File: config.mk
export PLATFORM = sky130hd
export DESIGN_NAME = led_fader_flat
export DESIGN_NICKNAME = d
export VERILOG_FILES = /design/src/rtl/led_pkg.sv /design/src/rtl/led_fader_if.sv /design/src/rtl/led_fader_ch.sv /design/src/rtl/led_fader.sv /design/src/flat_wrapper.sv
export SDC_FILE = /design/constraint.sdc
export NUM_CORES = 1
export LEC_CHECK = 0
export CORE_MARGIN = 2
export CORE_UTILIZATION = 58
export DETAILED_ROUTE_END_ITERATION = 8
export GPL_ROUTABILITY_DRIVEN = 0
export PLACE_DENSITY = 0.82
export SYNTH_ARGS = -nofsm -noshare
export SYNTH_HDL_FRONTEND = slang
export SYNTH_SLANG_ARGS = --single-unit
File: constraint.sdc
create_clock -name clk -period 3 [get_ports clk]
set_clock_uncertainty 0.2 [all_clocks]
set_input_delay 0.6 -clock clk [delete_from_list [all_inputs] [get_ports clk]]
set_output_delay 0.6 -clock clk [all_outputs]
set_load 0.03 [all_outputs]
File: src/rtl/led_pkg.sv
// Shared types and default constants for the three-channel LED fader.
package led_pkg;

  localparam int DEF_PWM_BITS    = 8;
  localparam int DEF_STEP_CYCLES = 1000;
  localparam int NUM_CH          = 3;

  typedef enum logic [1:0] {
    OFF       = 2'd0,
    RAMP_UP   = 2'd1,
    ON        = 2'd2,
    RAMP_DOWN = 2'd3
  } fade_state_t;

endpackage

File: src/rtl/led_fader_if.sv
// Request/drive bundle between the LED blinker, the fader and the LED pins.
interface led_fader_if import led_pkg::*; #(
  parameter int PWM_BITS = DEF_PWM_BITS
) ();

  // No valid/ready handshake: every signal is level-sampled on each rising clk
  // edge; led_req is a continuous per-channel request, acted on every cycle.
  logic                         enable;
  logic [NUM_CH-1:0]            led_req;
  logic [NUM_CH-1:0]            led_pwm;
  logic [NUM_CH-1:0]            busy;
  logic [NUM_CH*PWM_BITS-1:0]   dbg_level;
  logic [NUM_CH*2-1:0]          dbg_state;

  modport master (
    output enable, led_req,
    input  led_pwm, busy, dbg_level, dbg_state
  );

  modport slave (
    input  enable, led_req,
    output led_pwm, busy, dbg_level, dbg_state
  );

endinterface

File: src/rtl/led_fader_ch.sv
// One fader channel: fade FSM, saturating brightness level and registered PWM pin.
module led_fader_ch import led_pkg::*; #(
  parameter int PWM_BITS = DEF_PWM_BITS
) (
  input  logic                clk,
  input  logic                resetn,
  input  logic                i_enable,
  input  logic                i_req,
  input  logic                i_tick,
  input  logic [PWM_BITS-1:0] i_pwm_cnt,
  output logic                o_pwm,
  output logic                o_busy,
  output logic [PWM_BITS-1:0] o_level,
  output fade_state_t         o_state
);

  localparam logic [PWM_BITS-1:0] MAX_LEVEL = '1;
  localparam logic [PWM_BITS-1:0] ONE_LEVEL = PWM_BITS'(1);

  fade_state_t         r_state;
  fade_state_t         w_state_nxt;
  logic [PWM_BITS-1:0] r_level;
  logic [PWM_BITS-1:0] w_level_nxt;
  logic                r_pwm;
  logic                w_pwm_nxt;

  always_ff @(posedge clk or negedge resetn) begin
    if (!resetn) begin
      r_state <= OFF;
      r_level <= '0;
      r_pwm   <= 1'b0;
    end else begin
      r_state <= w_state_nxt;
      r_level <= w_level_nxt;
      r_pwm   <= w_pwm_nxt;
    end
  end

  always_comb begin
    w_state_nxt = r_state;
    w_level_nxt = r_level;
    // In bypass the pin follows the request directly so it is correct one cycle later.
    w_pwm_nxt   = i_enable ? (i_pwm_cnt < r_level) : i_req;

    if (!i_enable) begin
      w_state_nxt = i_req ? ON : OFF;
      w_level_nxt = i_req ? MAX_LEVEL : '0;
    end else begin
      unique case (r_state)
        OFF: begin
          if (i_req) w_state_nxt = RAMP_UP;
        end
        RAMP_UP: begin
          if (!i_req) begin
            w_state_nxt = RAMP_DOWN;
          end else if (i_tick) begin
            if (r_level != MAX_LEVEL) w_level_nxt = r_level + ONE_LEVEL;
            if (r_level >= MAX_LEVEL - ONE_LEVEL) w_state_nxt = ON;
          end
        end
        ON: begin
          if (!i_req) w_state_nxt = RAMP_DOWN;
        end
        RAMP_DOWN: begin
          if (i_req) begin
            w_state_nxt = RAMP_UP;
          end else if (i_tick) begin
            if (r_level != '0) w_level_nxt = r_level - ONE_LEVEL;
            if (r_level <= ONE_LEVEL) w_state_nxt = OFF;
          end
        end
        default: begin
          w_state_nxt = OFF;
          w_level_nxt = '0;
        end
      endcase
    end
  end

  assign o_pwm   = r_pwm;
  assign o_busy  = (r_state == RAMP_UP) || (r_state == RAMP_DOWN);
  assign o_level = r_level;
  assign o_state = r_state;

endmodule

File: src/rtl/led_fader.sv
// Three-channel LED fader: shared step prescaler and PWM counter feeding three channels.
module led_fader import led_pkg::*; #(
  parameter int PWM_BITS    = DEF_PWM_BITS,
  parameter int STEP_CYCLES = DEF_STEP_CYCLES
) (
  input  logic        clk,
  input  logic        resetn,
  led_fader_if.slave  bus
);

  localparam int                  PS_W     = (STEP_CYCLES > 1) ? $clog2(STEP_CYCLES) : 1;
  localparam logic [PS_W-1:0]     PS_LAST  = PS_W'(STEP_CYCLES - 1);
  localparam logic [PWM_BITS-1:0] PWM_LAST = PWM_BITS'((2 ** PWM_BITS) - 2);

  logic [PS_W-1:0]                  r_ps_cnt;
  logic                             w_tick;
  logic [PWM_BITS-1:0]              r_pwm_cnt;
  logic [NUM_CH-1:0]                w_pwm;
  logic [NUM_CH-1:0]                w_busy;
  logic [NUM_CH-1:0][PWM_BITS-1:0]  w_level;
  fade_state_t                      w_state [NUM_CH];

  assign w_tick = (r_ps_cnt == PS_LAST);

  always_ff @(posedge clk or negedge resetn) begin
    if (!resetn) begin
      r_ps_cnt <= '0;
    end else if (w_tick) begin
      r_ps_cnt <= '0;
    end else begin
      r_ps_cnt <= r_ps_cnt + 1'b1;
    end
  end

  // Period is MAX_LEVEL cycles so that a full-scale level compares high every cycle.
  always_ff @(posedge clk or negedge resetn) begin
    if (!resetn) begin
      r_pwm_cnt <= '0;
    end else if (r_pwm_cnt == PWM_LAST) begin
      r_pwm_cnt <= '0;
    end else begin
      r_pwm_cnt <= r_pwm_cnt + 1'b1;
    end
  end

  for (genvar g = 0; g < NUM_CH; g++) begin : g_ch
    led_fader_ch #(
      .PWM_BITS (PWM_BITS)
    ) u_ch (
      .clk       (clk),
      .resetn    (resetn),
      .i_enable  (bus.enable),
      .i_req     (bus.led_req[g]),
      .i_tick    (w_tick),
      .i_pwm_cnt (r_pwm_cnt),
      .o_pwm     (w_pwm[g]),
      .o_busy    (w_busy[g]),
      .o_level   (w_level[g]),
      .o_state   (w_state[g])
    );
  end

  assign bus.led_pwm   = w_pwm;
  assign bus.busy      = w_busy;
  assign bus.dbg_level = w_level;
  assign bus.dbg_state = {w_state[2], w_state[1], w_state[0]};

endmodule

File: src/flat_wrapper.sv
// flat-port wrapper written by rule: the top's interface ports become plain ports
module led_fader_flat import led_pkg::*;
#(
  parameter int PWM_BITS    = DEF_PWM_BITS,
  parameter int STEP_CYCLES = DEF_STEP_CYCLES
)
  (clk, resetn, bus_enable, bus_led_req, bus_led_pwm, bus_busy, bus_dbg_level, bus_dbg_state);
  led_fader_if #(.PWM_BITS(PWM_BITS)) bus_i ();
  input  logic clk;
  input  logic resetn;
  input wire logic [$bits(bus_i.enable)-1:0] bus_enable;
  input wire logic [$bits(bus_i.led_req)-1:0] bus_led_req;
  output wire logic [$bits(bus_i.led_pwm)-1:0] bus_led_pwm;
  output wire logic [$bits(bus_i.busy)-1:0] bus_busy;
  output wire logic [$bits(bus_i.dbg_level)-1:0] bus_dbg_level;
  output wire logic [$bits(bus_i.dbg_state)-1:0] bus_dbg_state;
  assign bus_i.enable = bus_enable;
  assign bus_i.led_req = bus_led_req;
  assign bus_led_pwm = bus_i.led_pwm;
  assign bus_busy = bus_i.busy;
  assign bus_dbg_level = bus_i.dbg_level;
  assign bus_dbg_state = bus_i.dbg_state;
  led_fader #(.PWM_BITS(PWM_BITS), .STEP_CYCLES(STEP_CYCLES)) u_core (.clk(clk), .resetn(resetn), .bus(bus_i));
endmodule
==> results by group, run 1 <==
STA
  • Setup_tns: 0 ns
  • Slew Limit Headroom: 57.4%
  • Final min period: 2.85 ns
  • Hold Worst Slack: 0.0716 ns
  • RSZ-0062 raised after global routing: false
  • FMAX: 351 MHz
  • Tightest Pin Transition: 0.637 ns
  • Final setup vio count: 0
  • Final period utilization: 94.9%
  • Final Max Tran Viols: 0
  • Final hold violation count: 0

Die
  • Row count: 29
  • Die width: 85.9 microns
  • Die Y-Extent: 85.9 microns
  • Core ar.: 6420 sq um
  • Die area: between 7000 and 8000 sq um
  • # IOs: 42
  • Initial Util: 60.6%

Power and ir drop
  • Lkg Pwr: just under 2 nW
  • P per Cell Area: approximately 530 nW/um^2
  • Peak VDD IR: 458 uV
  • Overall Power: 2.37 mW

GRT
  • First-pass GRT wire length: 14.7 mm
  • Vias in the first global route: 3122
  • M3 GR Usage: between 3 and 4%
  • Met2 Usage GRT: 42.1%
  • Most used routing layer: met2
  • Total Routing Usage GR: 24.6%
  • Initial antenna violation count: 0
  • GR Overflow Total: 0
  • Largest net degree at the start of global routing: 25
  • GRT met1 Usage: 32.9%

Clock network
  • Htree depth: 2
  • CTS-repair resized insts: 0
  • Hold-fix buffers, CTS: 0
  • Root Driver: clkbuf_8
  • CTS tree: built
  • Skew-Pair Late Insertion Delay: between 0.3 and 0.4 ns
  • Clock Sink Count: 51
  • CTS Buffer Depth: 2
  • Post-CTS setup buffer count: 0
  • Number of CTS-inserted buffers: 5
  • Clk slew on worst S/H paths: 0.10 ns

Synthesis
  • Async S/R FF share, synth: 100%
  • Post-synth net total: 491
  • Cells after Synth: 434
  • Number of synthesized flops with an enable pin: 0
  • Synth Warn #: 0
  • Synth unique cells: between 50 and 60
  • Seq/Total Area, Yosys: between 30% and 40%
  • Ys flop type: dfrtp_1
  • Flops & latches, synth: 51
  • Synthesized cell area: 3890 sq um
  • Syn Area/Cell: 8.97 sq um

Setup path
  • Reg2reg start: u_core.g_ch[0].u_ch.o_level[4]
  • Crit path launch type: flip-flop
  • CP Depth: 3
  • Worst path arrival time: 2.05 ns
  • R2r setup slk: 0.49 ns
  • CP bufs+invs: 1
  • Worst Path Required: 2.20 ns
  • Max FO, Critical Path: 13
  • Worst path max stage delay: 0.59 ns
  • Critical path, cell by cell: ha_1, or2_2, clkdlybuf4s50_1
  • Reg-to-Reg End: u_core.g_ch[0].u_ch.o_state[1]
  • Top cell family by delay on the critical path: buffers and inverters
  • Worst reg2reg path depth: 6
  • Crit Path Class: flip-flop to primary output
  • Crit path max-delay cell type: clkdlybuf4s50_1
  • Crit path capture type: primary output

Detailed routing
  • Routed WL: 8.82 mm
  • DR iter-0 viols: 119
  • Via/cell ratio: 5.95
  • DRC Markers: 0
  • Vias: between 3000 and 4000
  • Remaining antenna violation count: 0
  • TritonRoute pass-1 iters: 4
  • DR WL/cell: 16.1 microns

Run status
  • Outcome: finished clean

Finish
  • ANT cells: 0
  • Post-route insts no fill: 548
  • Share of layout cells above drive strength 1: approximately 6.4%
  • Synthesis-to-finish area growth: 14.2%
  • Final net count: 528
  • Most frequent cells in the layout: ha_1 (51), dfrtp_1 (51), nor2_1 (46)

Job
  • Max-cap viol count: 0

Placed design
  • Port Buffer Count: 41
  • Number of cells after detailed placement: 541
  • Dpl hpwl: about 6.6 mm

Min path
  • Tightest Hold Check Type: input pin to asynchronous set/reset pin
## where the power goes
group | total (mW) | switching [mW] | leakage [nW] | internal [mW]
logic | 1.09 | 0.623 | 1.29 | 0.467
clock network | 0.409 | 0.228 | 0.0470 | 0.182
registers | 0.873 | 0.114 | 0.599 | 0.759
total | 2.37 | 0.965 | 1.93 | 1.41
## per-layer routing
layer	wire length, microns	vias up	part of all wire [%]
met5	0	-	0
met4	142	0	1.6
met3	384	18	4.4
met2	4270	92	48
met1	4020	1560	46
li1	-	1593	-
## through the flow
stage	area, sq um	utilization, %	worst slack (ns)
after floorplan	3890	-	0.590
after global placement	4360	67.9	0.354
after detailed placement	4360	67.9	0.299
after CTS	4450	69.2	0.137
after global routing	4450	69.2	0.0883
final	4450	69.2	0.152
## Yosys cell counts (2+ instances only)
library cell	count	area share (%)
dfrtp_1	51	33
ha_1	51	16
nor2_1	46	4.4
inv_1	36	3.5
a21oi_1	34	4.4
xnor2_1	28	6.3
nand3_1	20	2.6
nand2_1	18	1.7
o21ai_0	13	1.7
nand2b_1	9	1.4
clkbuf_1	8	0.77
nor3_1	8	1.0
a31oi_1	7	1.1
xor2_1	7	1.6
buf_4	6	1.2
mux2i_1	6	1.5
o21a_1	5	0.96
o31ai_1	5	0.96
a21boi_0	4	0.77
buf_2	4	0.51
nor4_1	4	0.64
o41ai_1	4	0.90
a211oi_1	3	0.58
and3_1	3	0.48
nand3b_1	3	0.58
nand4_1	3	0.48
nor2b_1	3	0.48
o2111ai_1	3	0.68
o311ai_0	3	0.68
or2_2	3	0.48
or3_1	3	0.48
buf_1	2	0.19
nor3b_1	2	0.39
nor4b_1	2	0.45
o221ai_1	2	0.45
o22ai_1	2	0.32
o31a_1	2	0.45
## how the worst max path moves through the flow
stage / slack (ns) / to / startpoint
finish: 0.15 / bus_busy[0] / u_core.g_ch[0].u_ch.o_state[0]
detailed placement: 0.30 / u_core.g_ch[2].u_ch.o_level[5] / bus_led_req[2]
floorplan: 0.59 / u_core.g_ch[1].u_ch.o_state[1] / u_core.g_ch[1].u_ch.o_level[4]
CTS: 0.14 / bus_busy[0] / u_core.g_ch[0].u_ch.o_state[0]
global route: 0.09 / bus_busy[0] / u_core.g_ch[0].u_ch.o_state[0]
global placement: 0.35 / u_core.g_ch[2].u_ch.o_level[5] / bus_led_req[2]
## cell type report
cell class | instances | area, sq um
Clock inverter | 1 | 5.00
Clock buffer | 6 | 82.6
Inverter | 36 | 135
Multi-Input combinational cell | 327 | 2380
Sequential cell | 51 | 1280
Timing Repair Buffer | 50 | 473
Fill cell | 507 | 1980
Tap cell | 77 | 96.3
## registers in the layout, summed over array words and instances, names as in the netlist
name,count
u_core.r_ps_cnt,10
u_core.g_ch.u_ch.o_level,24
u_core.g_ch.u_ch.o_state,6
u_core.r_pwm_cnt,8
u_core.g_ch.u_ch.o_pwm,3
## cell families after synthesis
group,count (synthesis),synth area share [%]
AOI/OAI and AO/OA,96,16.6
xor gates and xnor gates,35,7.88
adders and majority gates,51,16.4
buffers and inverters,56,6.11
DFF,51,32.8
muxes,7,1.83
and+or+nand+nor,138,18.4
(Power assumes the default switching activity.)
==> inputs of run 2 (changes only) <==
- CORE_ASPECT_RATIO: unset -> 0.6
- PLACE_DENSITY: 0.82 -> 0.8
==> run 2 against run 1 <==
  * First-iteration DRC count increased by 130%
  * Sequential share of layout area shrank 0.11 points
  * Setup slack got worse by 0.030 ns
  * Maximum frequency down 1.1%
  * Cell count increased by 1.5%
  * Sequential cell count is the same
  * Combinational power hardly changed
==> results by group, run 2 (synthesized netlist as in run 1, its figures left out) <==
Power and ir drop
  • Register share of total power: 35.5% (was 36.8%)
  • Peak VDD IR: 473 uV (was 458 uV)
  • P per Cell Area: 549 nW/um^2 (was 534 nW/um^2)
  • Switching Fraction: 40.0% (was 40.7%)
  • Clock share of power: 20.5% (was 17.3%)
  • Logic pwr share: 44.0% (was 45.9%)
  • Int Pwr: 1.47 mW (was 1.41 mW)
  • Lkg Pwr: 1.93 nW (about the same)
  • Net load switching power: 0.980 mW (was 0.965 mW)

Die
  • Row count: 23 (was 29)
  • Die area: 7400 sq um (was 7380 sq um)
  • Core ar.: 6590 sq um (was 6420 sq um)
  • # IOs: 42 (unchanged)
  • Initial Util: 59.0% (was 60.6%)
  • Die width: 110 microns (was 85.9 microns)
  • Die Y-Extent: 67.4 microns (was 85.9 microns)

Detailed routing
  • Remaining antenna violation count: 0 (unchanged)
  • Via/cell ratio: 5.78 (was 5.95)
  • Met2 wire length: 3.62 mm (was 4.27 mm)
  • Top Layer Used: met4 (unchanged)
  • Routed WL: 8.78 mm (was 8.82 mm)
  • Met3 wire length: 345 microns (was 384 microns)
  • DR WL/cell: 15.8 microns (was 16.1 microns)
  • DR iter-0 viols: 268 (was 119)
  • TritonRoute pass-1 iters: 4 (unchanged)
  • DRC Markers: 0 (unchanged)
  • Vias: 3214 (was 3263)
  • Wire length on met1: 4.73 mm (was 4.02 mm)

Clock network
  • Root Driver: clkbuf_8 (unchanged)
  • Skew-Pair Late Insertion Delay: 0.33 ns (was 0.31 ns)
  • Clk slew on worst S/H paths: 0.11 ns (was 0.10 ns)
  • Hold-fix buffers, CTS: 0 (unchanged)
  • CTS-repair resized insts: 0 (unchanged)
  • CTS tree: built (unchanged)
  • Htree depth: 2 (unchanged)
  • CTS Buffer Depth: 2 (unchanged)
  • Clock Sink Count: 51 (unchanged)
  • Post-CTS setup buffer count: 0 (unchanged)
  • Number of CTS-inserted buffers: 5 (unchanged)

GRT
  • Total Routing Usage GR: 26.1% (was 24.6%)
  • Largest net degree at the start of global routing: 52 (was 25)
  • Initial antenna violation count: 0 (unchanged)
  • First-pass GRT wire length: 14.7 mm (about the same)
  • Vias in the first global route: 2932 (was 3122)
  • GR Overflow Total: 0 (unchanged)

STA
  • RSZ-0062 raised after global routing: false (unchanged)
  • Hold Worst Slack: 0.168 ns (was 0.0716 ns)
  • Tightest Pin Transition: 0.640 ns (was 0.637 ns)
  • Setup_tns: 0 ns (unchanged)
  • Slew Limit Headroom: 57.4% (about the same)
  • Final setup vio count: 0 (unchanged)
  • Setup ws final: 0.122 ns (was 0.152 ns)
  • FMAX: 347 MHz (was 351 MHz)
  • Final Max Tran Viols: 0 (unchanged)
  • Final period utilization: 95.9% (was 94.9%)
  • Final min period: 2.88 ns (was 2.85 ns)
  • Final hold violation count: 0 (unchanged)

Setup path
  • Worst Path Required: 2.20 ns (about the same)
  • Crit path launch type: flip-flop (unchanged)
  • Max FO, Critical Path: 11 (was 13)
  • Crit path capture type: primary output (unchanged)
  • Crit Path Class: flip-flop to primary output (unchanged)
  • Worst path arrival time: 2.08 ns (was 2.05 ns)

Finish
  • Final net count: 525 (was 528)
  • Number of flip-flops in the largest register: 24 (unchanged)
  • Area of the multi-input gates: 2380 sq um (unchanged)
  • Most frequent cells in the layout: ha_1 (51), dfrtp_1 (51), nor2_1 (46) (unchanged)
  • Reg area: 1280 sq um (unchanged)
  • # fillers: 528 (was 507)
  • Synthesis-to-finish area growth: 14.7% (was 14.2%)
  • Share of layout cells above drive strength 1: 5.97% (was 6.37%)
  • Final core occ: 67.7% (was 69.2%)
  • Post-route insts no fill: 556 (was 548)
  • ANT cells: 0 (unchanged)

Run status
  • Outcome: finished clean (unchanged)

Placed design
  • Number of cells after detailed placement: 548 (was 541)
  • Place WS: 0.315 ns (was 0.299 ns)
  • Port Buffer Count: 41 (unchanged)
  • Dpl hpwl: 6.50 mm (was 6.58 mm)

Min path
  • Tightest Hold Check Type: input pin to asynchronous set/reset pin (unchanged)

Job
  • Max-cap viol count: 0 (unchanged)
-- run 2: worst max-delay path, stage by stage, from the launching register on --
cell	delay [ns]
dfrtp_1	0.43
ha_1	0.37
or2_2	0.36
clkdlybuf4s50_1	0.60
-- run 2: path summary, 6_finish.rpt --
path / from / endpoint / slack [ns] / cells past startpoint
worst max-delay path: u_core.g_ch[1].u_ch.o_state[0] / bus_busy[1] / 0.12 / 3
worst min-delay path: resetn / u_core.r_ps_cnt[3] / 0.17 / 2
worst max register to register: u_core.g_ch[2].u_ch.o_state[0] / u_core.g_ch[2].u_ch.o_level[5] / 0.46 / 7
worst min register to register: u_core.r_ps_cnt[8] / u_core.r_ps_cnt[8] / 0.29 / 1
max in group asynchronous: resetn / u_core.g_ch[2].u_ch.o_level[2] / 1.99 / 2
min in group clk: u_core.r_ps_cnt[8] / u_core.r_ps_cnt[8] / 0.29 / 1
-- run 2: power by group through the flow --
stage                     Clock [mW]  Sequential [mW]  Combinational [mW]
after floorplan                    0            0.989               0.651
after global placement             0            0.878                1.05
after detailed placement           0            0.881                1.08
after CTS                      0.517            0.868                1.08
after global routing           0.541            0.887                1.19
final                          0.503            0.869                1.08
-- run 2: per-layer routing --
| layer | global-route usage [%] | vias to the layer above |
|---|---|---|
| met1 | 40.1 | 1542 |
| met3 | 4.63 | 8 |
| met4 | 6.65 | 0 |
| met5 | 0 | - |
| met2 | 37.7 | 62 |
| li1 | - | 1602 |
-- run 2: area by class of cell --
type	instances	area share [%]
inverter	36	3.03
sequential	51	28.6
timing repair buffer	47	10.1
tap	87	2.44
multi-input combinational	327	53.3
clock buffer	5	1.54
clock inverter	3	1.04
-- run 2: through the flow --
stage	instance area, sq um	power [mW]
floorplan	3890	1.64
global placement	4350	1.93
detailed placement	4350	1.96
finish	4460	2.45
global route	4460	2.62
CTS	4460	2.47
